**src/rtl/conv_maxpool2x2.sv**
```systemverilog
// 2x2 / stride-2 signed max-pool over the convolver result stream, using a half-row line buffer.
// Optional fused ReLU on the input samples when POOL_RELU_EN is defined.
module conv_maxpool2x2 #(
  parameter int DATA_WIDTH  = 16,
  parameter int IMAGE_SIZE  = 28,
  parameter int KERNEL_SIZE = 5
) (
  input  logic                         clk,
  input  logic                         rstn,
  input  logic                         clear,
  input  logic signed [DATA_WIDTH-1:0] in_data,
  input  logic                         in_valid,
  output logic signed [DATA_WIDTH-1:0] out_data,
  output logic                         out_valid,
  output logic [4:0]                   out_row,
  output logic [4:0]                   out_col,
  output logic                         frame_done
);

  localparam int CONV_DIM = IMAGE_SIZE - KERNEL_SIZE + 1;
  localparam int HALF     = CONV_DIM / 2;
  localparam int CW       = $clog2(CONV_DIM);
  localparam logic [CW-1:0] LAST = CW'(CONV_DIM - 1);

  if ((CONV_DIM % 2) != 0) begin : g_bad_dim
    $error("conv_maxpool2x2: CONV_DIM must be even");
  end

  typedef enum logic {EVEN_ROW, ODD_ROW} state_t;

  state_t state_q, state_d;

  logic [CW-1:0]                col, row;
  logic [CW-2:0]                lb_idx;
  logic signed [DATA_WIDTH-1:0] din, pair_q, m, lb_rd, pool;
  logic signed [DATA_WIDTH-1:0] linebuf [HALF];
  logic                         accept, col_odd, col_last, row_last;
  logic                         lb_we, emit;

  always_comb begin
`ifdef POOL_RELU_EN
    din = in_data[DATA_WIDTH-1] ? '0 : in_data;
`else
    din = in_data;
`endif
  end

  assign accept   = in_valid & ~clear;
  assign col_odd  = col[0];
  assign col_last = (col == LAST);
  assign row_last = (row == LAST);
  assign lb_idx   = col[CW-1:1];

  assign m     = (pair_q > din) ? pair_q : din;
  assign lb_rd = linebuf[lb_idx];
  assign pool  = (lb_rd > m) ? lb_rd : m;

  always_ff @(posedge clk or negedge rstn) begin
    if (!rstn) state_q <= EVEN_ROW;
    else       state_q <= state_d;
  end

  always_comb begin
    state_d = state_q;
    lb_we   = 1'b0;
    emit    = 1'b0;
    if (clear) begin
      state_d = EVEN_ROW;
    end else if (accept) begin
      case (state_q)
        EVEN_ROW: begin
          lb_we = col_odd;
          if (col_last) state_d = ODD_ROW;
        end
        ODD_ROW: begin
          emit = col_odd;
          if (col_last) state_d = EVEN_ROW;
        end
        default: state_d = EVEN_ROW;
      endcase
    end
  end

  always_ff @(posedge clk or negedge rstn) begin
    if (!rstn) begin
      col    <= '0;
      row    <= '0;
      pair_q <= '0;
    end else if (clear) begin
      col <= '0;
      row <= '0;
    end else if (accept) begin
      if (!col_odd) pair_q <= din;
      if (col_last) begin
        col <= '0;
        row <= row_last ? '0 : row + 1'b1;
      end else begin
        col <= col + 1'b1;
      end
    end
  end

  // Line buffer holds the even-row pair maxima; it is fully rewritten before each odd row reads it.
  always_ff @(posedge clk) begin
    if (lb_we) linebuf[lb_idx] <= m;
  end

  always_ff @(posedge clk or negedge rstn) begin
    if (!rstn) begin
      out_data   <= '0;
      out_valid  <= 1'b0;
      out_row    <= '0;
      out_col    <= '0;
      frame_done <= 1'b0;
    end else begin
      out_valid  <= emit;
      frame_done <= emit & row_last & col_last;
      if (emit) begin
        out_data <= pool;
        out_row  <= 5'(row >> 1);
        out_col  <= 5'(col >> 1);
      end
    end
  end

endmodule

```
**config.mk**
```make
export PLATFORM = sky130hd
export DESIGN_NAME = conv_maxpool2x2
export DESIGN_NICKNAME = d
export VERILOG_FILES = /design/src/rtl/conv_maxpool2x2.sv
export SDC_FILE = /design/constraint.sdc
export NUM_CORES = 1
export LEC_CHECK = 0
export BUFFER_PORTS_ARGS = -buffer_cell sky130_fd_sc_hd__buf_2
export CORE_MARGIN = 5
export CORE_UTILIZATION = 62
export DETAILED_ROUTE_END_ITERATION = 6
export PLACE_DENSITY_LB_ADDON = 0.25
export SLEW_MARGIN = 20
export SYNTH_ARGS = -nofsm -noshare
export SYNTH_HDL_FRONTEND = slang
export SYNTH_SLANG_ARGS = --single-unit
```
**constraint.sdc**
```tcl
create_clock -name clk -period 5.3 [get_ports clk]
set_clock_uncertainty 0.2 [all_clocks]
set_input_delay 0.265 -clock clk [delete_from_list [all_inputs] [get_ports clk]]
set_output_delay 0.265 -clock clk [all_outputs]
set_load 0.03 [all_outputs]
```
==> results by group, run 1 <==
Global route
  – Vias in the first global route: 6541
  – Global-route wire length before repair: approximately 37000 um
  – Remaining Overflow, GRT: 0
  – Largest net degree at the start of global routing: between 50 and 60
  – Overall Global Routing Usage: 23.2%
  – Initial antenna violation count: 0

Final layout
  – Fraction of layout cells with a size suffix above 1: between 20% and 30%
  – Synthesis-to-finish area growth: 15.0%
  – N_diodes: 0
  – Filler Cells Inserted: 1047
  – Total Nets Final: about 840

Detailed routing
  – Antenna-violating nets left: 0
  – Vias/cell: between 6 and 7
  – Detailed-route wire length per cell: 22.3 um
  – Vias post-DR: around 6300
  – DR iter-0 viols: 492
  – Drc violations: 0
  – First-pass DRT Iterations: 5
  – Final wirelength: ~23000 um

Floorplanning
  – Die W: 144 um
  – Core area: around 17000 um^2
  – IO Count: 48
  – Die Ht: between 100 and 150 um
  – Rows: 48
  – Effective utilization at floorplan: roughly 64%
  – Full die area: slightly above 20000 um^2

Critical path
  – Worst reg-to-reg setup slack: approximately 300 ps
  – CP arrival: approximately 5200 ps
  – Required time worst endpoint: roughly 5500 ps
  – Worst setup SP type: input pin
  – Critical path class: input pin to flip-flop
  – Crit. End Element: flip-flop
  – CP max FO: 16

Clocking
  – CTS clk-pin slew, worst paths: about 60 ps
  – Max Root-Sink Buffers: 3
  – H-tree depth: 1
  – Root Buffer: clkbuf_16
  – CTS tree: built
  – TritonCTS Buffers: 26
  – Worst-Skew Late Latency: around 520 ps
  – Clock sinks: between 200 and 250
  – Post-CTS setup buffers: 0

STA
  – Worst-Margin Slew: ~1100 ps
  – Final Slew Violations: 0
  – Period utilization: between 90% and 100%
  – Fin Hold WS: a little under 200 ps
  – Total negative setup slack: 0 ps
  – Clock period minus worst slack: between 5000 and 6000 ps
  – Slew margin rel.: roughly 28%
  – Fmax: around 0.20 GHz
  – Unrepaired setup endpoints after global routing: no
  – Hold Vio Cnt, Final: 0
  – Setup-failing EPs final: 0

Synthesis
  – Mapped Cells: 701
  – Netlist cell types: 52
  – Share of flip-flops with an asynchronous set or reset after synthesis: roughly 22%
  – EDFF count, synth: between 150 and 200
  – Ys flop type: edfxtp_1
  – Yosys reg bits: roughly 250
  – Netlist Area Pre-Place: about 11000 um^2
  – Synthesized area per cell: 15.8 um^2
  – Warnings, synthesis: 0
  – Seq/Total Area, Yosys: between 60 and 70%

Job
  – Max Cap Viol: 0

Power
  – Pwr Total: 0.00497 W
  – Leak: about 4.8 nW
  – Pwr dens: about 390 nW/um^2
  – Worst IR Drop VDD: 0.290 mV

Worst hold path
  – Min-Delay Path Class: input pin to async pin

Placed design
  – Gpl congestion: 0.836
  – IO Port Bufs: 45
  – DP HPWL: approximately 14000 um

Outcome
  – Status: finished clean
-- area by class of cell --
type                            count  area, um^2  area share (%)
Sequential cell                   245        7100            55.7
Timing Repair Buffer               90         626            4.91
Clock buffer                       34         712            5.59
Clock inverter                     12         190            1.49
Tap cell                          225         282            2.21
Multi-Input combinational cell    371        3630            28.5
Inverter                           51         191            1.50
-- where the power goes --
| group | internal [W] | total (W) | switching [W] | leakage (nW) |
|---|---|---|---|---|
| registers | 0.00227 | 0.00231 | 0.0000426 | 2.43 |
| clock network | 0.00119 | 0.00191 | 0.000721 | 0.440 |
| logic | 0.000288 | 0.000746 | 0.000457 | 1.96 |
| total | 0.00375 | 0.00497 | 0.00122 | 4.83 |
-- layout by cell type (no fill, tap or decap), types with 5 or more instances in the layout --
cell           count
mux4_2            48
buf_4             24
edfxtp_1         192
dlygate4sd3_1     20
o221ai_1           7
mux2_2            23
buf_2             45
clkbuf_1           6
nand2_1           70
a21oi_1           15
dfrtp_1           51
o21a_1            16
mux2i_1           49
inv_1             50
clkbuf_16         27
nor2_1            24
bufinv_16          5
ha_1              34
nand4_1            7
o221ai_2           9
nand3_1            7
mux2_4             9
-- flip-flops by register name, indices dropped and copies added, names as in the netlist --
register	cells
out_row	4
frame_done	1
row	5
pair_q	16
state_q	1
out_valid	1
out_data	16
out_col	4
linebuf	192
col	5
-- Yosys cell counts (all sizes together), types with 2 or more instances --
cell type,instances,area [um^2]
a21boi,2,18.8
nor4,2,12.5
nand4b,3,26.3
inv,50,188
o21a,16,120
nor2b,3,18.8
dfrtp,53,1330
nor3b,3,22.5
nand4,7,43.8
nand2,70,263
a21o,3,22.5
a21oi,16,83.8
o21ai,5,25.0
mux2,32,394
xor2,2,17.5
mux2i,50,504
mux4,48,1080
o221ai,16,196
buf,20,131
edfxtp,192,5770
nor2,24,90.1
nand2b,3,18.8
nand3,7,35.0
o31ai,3,36.3
ha,34,425
nand3b,2,15.0
clkbuf,15,56.3
nor3,8,45.0
-- layer usage --
layer  track usage (%)  wire [um]  vias to the layer above  share of wire (%)
li1                  -          -                     2834                  -
met1              33.7       9940                     3230                 43
met2              38.2      11200                      230                 49
met3              3.26       1410                       33                6.2
met4              5.30        404                        0                1.8
met5                 0          0                        -                  0
-- kinds of logic after synthesis --
family                     count (synthesis)  share of synthesized area [%]
DFF                                      245                           64.1
and+or+nand+nor                          135                           5.53
muxes                                    130                           17.9
buffers and inverters                     86                           3.42
AOI/OAI and AO/OA                         67                           4.98
adders and majority gates                 34                           3.84
xor gates and xnor gates                   3                          0.237
other                                      1                         0.0339
-- stage by stage --
stage | utilization [%] | cells | setup slack (ps) | cell area [um^2]
floorplan | - | 702 | 1090 | 11100
global placement | 66.8 | 962 | 451 | 11600
detailed placement | 66.8 | 962 | 279 | 11600
CTS | 73.1 | 1028 | 237 | 12700
global route | 73.1 | 1028 | 3.37 | 12700
finish | 73.1 | 1028 | 274 | 12700
-- worst paths after layout --
path / from / to / cells past startpoint
setup reg to reg: pair_q[15] / out_data[13] / 15
max in group asynchronous: rstn / col[1] / 3
setup / recovery: in_data[15] / out_data[13] / 18
min in group clk: out_row[0] / out_row[0] / 2
hold reg to reg: out_row[0] / out_row[0] / 2
hold / removal: rstn / pair_q[11] / 3
-- repair_timing --
action,in CTS,in global routing
endpoints found under the setup margin,0,9
resized for setup,0,1
hold buffers,20,0
endpoints found under the hold margin,80,0
-- critical path, stage by stage --
cell           delay (ps)
dlygate4sd3_1         520
buf_2                 130
inv_1                  50
ha_1                  300
buf_4                 190
nand4_1               150
nor2_1                 90
a221o_1               280
or3_2                 670
mux2_4                410
ha_1                  340
nand4_1               160
nor4_1                390
and4_1                340
nor3b_1                80
mux2i_2               400
buf_4                 310
o221ai_2              120
No activity file was read; power rests on OpenSTA's default activity.
==> run 2: changes to the inputs <==
- GPL_TIMING_DRIVEN: unset -> 0
- HOLD_SLACK_MARGIN: unset -> 0.02
==> results by group, run 2 (synthesized netlist as in run 1, its figures left out) <==
Outcome
  – Status: finished clean

Clocking
  – H-tree depth: 1 (unchanged)
  – Root Buffer: clkbuf_16
  – CTS clk-pin slew, worst paths: 60 ps (about the same)
  – PostCTS Resize Cnt: 0 (unchanged)
  – Clock sinks: 245 (unchanged)
  – Worst-Skew Late Latency: 540 ps (+20 ps)
  – TritonCTS Buffers: 26 (unchanged)
  – Max Root-Sink Buffers: 3 (unchanged)
  – Post-CTS setup buffers: 0 (unchanged)
  – CTS tree: built

STA
  – Period utilization: 92.6% (-2.3 points)
  – Worst-Margin Slew: 838 ps (-249 ps)
  – Final Slew Violations: 0 (unchanged)
  – Slew margin rel.: 44.1% (+17 points)
  – Clock period minus worst slack: 4910 ps (-120 ps)
  – Setup-failing EPs final: 0 (unchanged)
  – Hold Vio Cnt, Final: 0 (unchanged)
  – Fin Hold WS: 110 ps (-84.2 ps)
  – Total negative setup slack: 0 ps (unchanged)
  – Fmax: 0.204 GHz (+2.5%)
  – Unrepaired setup endpoints after global routing: no

Power
  – Worst IR Drop VDD: 0.293 mV (+1.1%)
  – Leak: 4.87 nW (+0.69%)
  – Pwr Total: 0.00483 W (-2.8%)
  – Pwr dens: 377 nW/um^2 (-3.3%)

Placed design
  – IO Port Bufs: 44 (-2.2%)
  – DP HPWL: 16000 um (+12%)
  – Gpl congestion: 0.918 (+9.8%)

Detailed routing
  – Final wirelength: 23000 um (+0.29%)
  – Vias/cell: 6.14 (-0.25%)
  – First-pass DRT Iterations: 5 (unchanged)
  – Drc violations: 0 (unchanged)
  – Antenna-violating nets left: 0 (unchanged)
  – Vias post-DR: 6446 (+1.9%)
  – DR iter-0 viols: 533 (+8.3%)
  – Detailed-route wire length per cell: 21.9 um (-1.8%)

Job
  – Max Cap Viol: 0 (unchanged)

Global route
  – Remaining Overflow, GRT: 0 (unchanged)
  – Overall Global Routing Usage: 23.2% (-0.041 points)
  – Initial antenna violation count: 0 (unchanged)
  – Vias in the first global route: 6706 (+2.5%)
  – Largest net degree at the start of global routing: 54 (unchanged)
  – Global-route wire length before repair: 36900 um (+0.32%)

Critical path
  – Crit. End Element: flip-flop
  – CP max FO: 10 (-6)
  – Required time worst endpoint: 5480 ps (about the same)
  – Critical path class: input pin to flip-flop
  – CP arrival: 5090 ps (-120 ps)
  – Worst setup SP type: input pin

Floorplanning
  – Core area: 17400 um^2 (unchanged)
  – Full die area: 20600 um^2 (unchanged)
  – Die Ht: 144 um (unchanged)
  – IO Count: 48 (unchanged)
  – Effective utilization at floorplan: 63.6% (unchanged)
  – Die W: 144 um (unchanged)
  – Rows: 48 (unchanged)

Final layout
  – Most frequent cells in the layout: edfxtp_1 (192), nand2_1 (70), dfrtp_1 (53)
  – N_diodes: 0 (unchanged)
  – Most common cell after layout, fill and taps aside: edfxtp_1
  – Number of flip-flops in the largest register: 192 (unchanged)
  – Total Nets Final: 861 (+2.6%)
  – Biggest register: linebuf
  – Synthesis-to-finish area growth: 15.7%
  – Fraction of layout cells with a size suffix above 1: 25.9% (-0.21 points)
  – Biggest regs: linebuf: 192 flops, out_data: 16 flops, pair_q: 16 flops

Worst hold path
  – Min-Delay Path Class: input pin to async pin
run 2: cell count changes in the layout (fill, tap and decap cells not counted), moves of 4 or more:
cell       delta
buf_2         +6
clkbuf_1     +14
nor2_2        +9
buf_4        -14
nor2_1        -9
buf_6         +6
buf_8         +5
bufinv_16     -4
buf_1         +5
clkinv_1      +5
run 2: area by class of cell:
| type | instances | area [um^2] |
|---|---|---|
| timing repair buffer | 77 | 571 |
| inverter | 51 | 191 |
| fill | 1031 | 4610 |
| tap | 225 | 282 |
| clock inverter | 11 | 104 |
| sequential | 245 | 7090 |
| buffer | 35 | 188 |
| clock buffer | 35 | 736 |
| multi-input combinational | 371 | 3640 |
run 2: repair_timing:
item / 4_1_cts / 5_1_grt
hold buffers: 19 / 0
hold endpoints to repair: 72 / 0
setup endpoints to repair: 0 / 0
run 2: routing by layer:
layer / track usage [%] / share of wire (%)
met5: 0 / 0
met1: 32.6 / 42
met2: 38.1 / 49
met4: 6.89 / 2.7
met3: 3.66 / 6.5
run 2: critical path, stage by stage:
cell           delay, ps
dlygate4sd3_1        520
buf_2                140
inv_1                 50
ha_1                 330
a21oi_2              160
nand2_1               80
a221o_1              330
or3_1                330
buf_6                160
buf_12               150
mux2_4               330
ha_1                 360
nand4_1              210
nor4_1               440
and4_1               350
nor3b_1               90
mux2i_2              410
buf_6                230
o221ai_1             140
run 2: worst paths after layout:
path | start | to | slack [ps] | depth (start not counted)
worst max-delay path | in_data[14] | out_data[6] | 390 | 19
worst min-delay path | rstn | pair_q[10] | 110 | 2
worst max register to register | pair_q[14] | out_data[6] | 430 | 16
worst min register to register | out_col[1] | out_col[1] | 270 | 2
max in group asynchronous | rstn | out_row[1] | 4320 | 2
min in group clk | out_col[1] | out_col[1] | 270 | 2
run 2: stage by stage:
stage | util (%) | setup slack (ps) | instances | area [um^2]
after floorplan | - | 1090 | 702 | 11100
after global placement | 66.5 | 530 | 971 | 11600
after detailed placement | 67.6 | 478 | 985 | 11800
after CTS | 73.5 | 463 | 1050 | 12800
after global routing | 73.5 | 104 | 1050 | 12800
final | 73.5 | 394 | 1050 | 12800
run 2: report_power, final:
part / total, W / internal [W] / switching [W]
Sequential: 0.00230 / 0.00227 / 0.0000281
Clock: 0.00175 / 0.00102 / 0.000722
Combinational: 0.000783 / 0.000298 / 0.000484
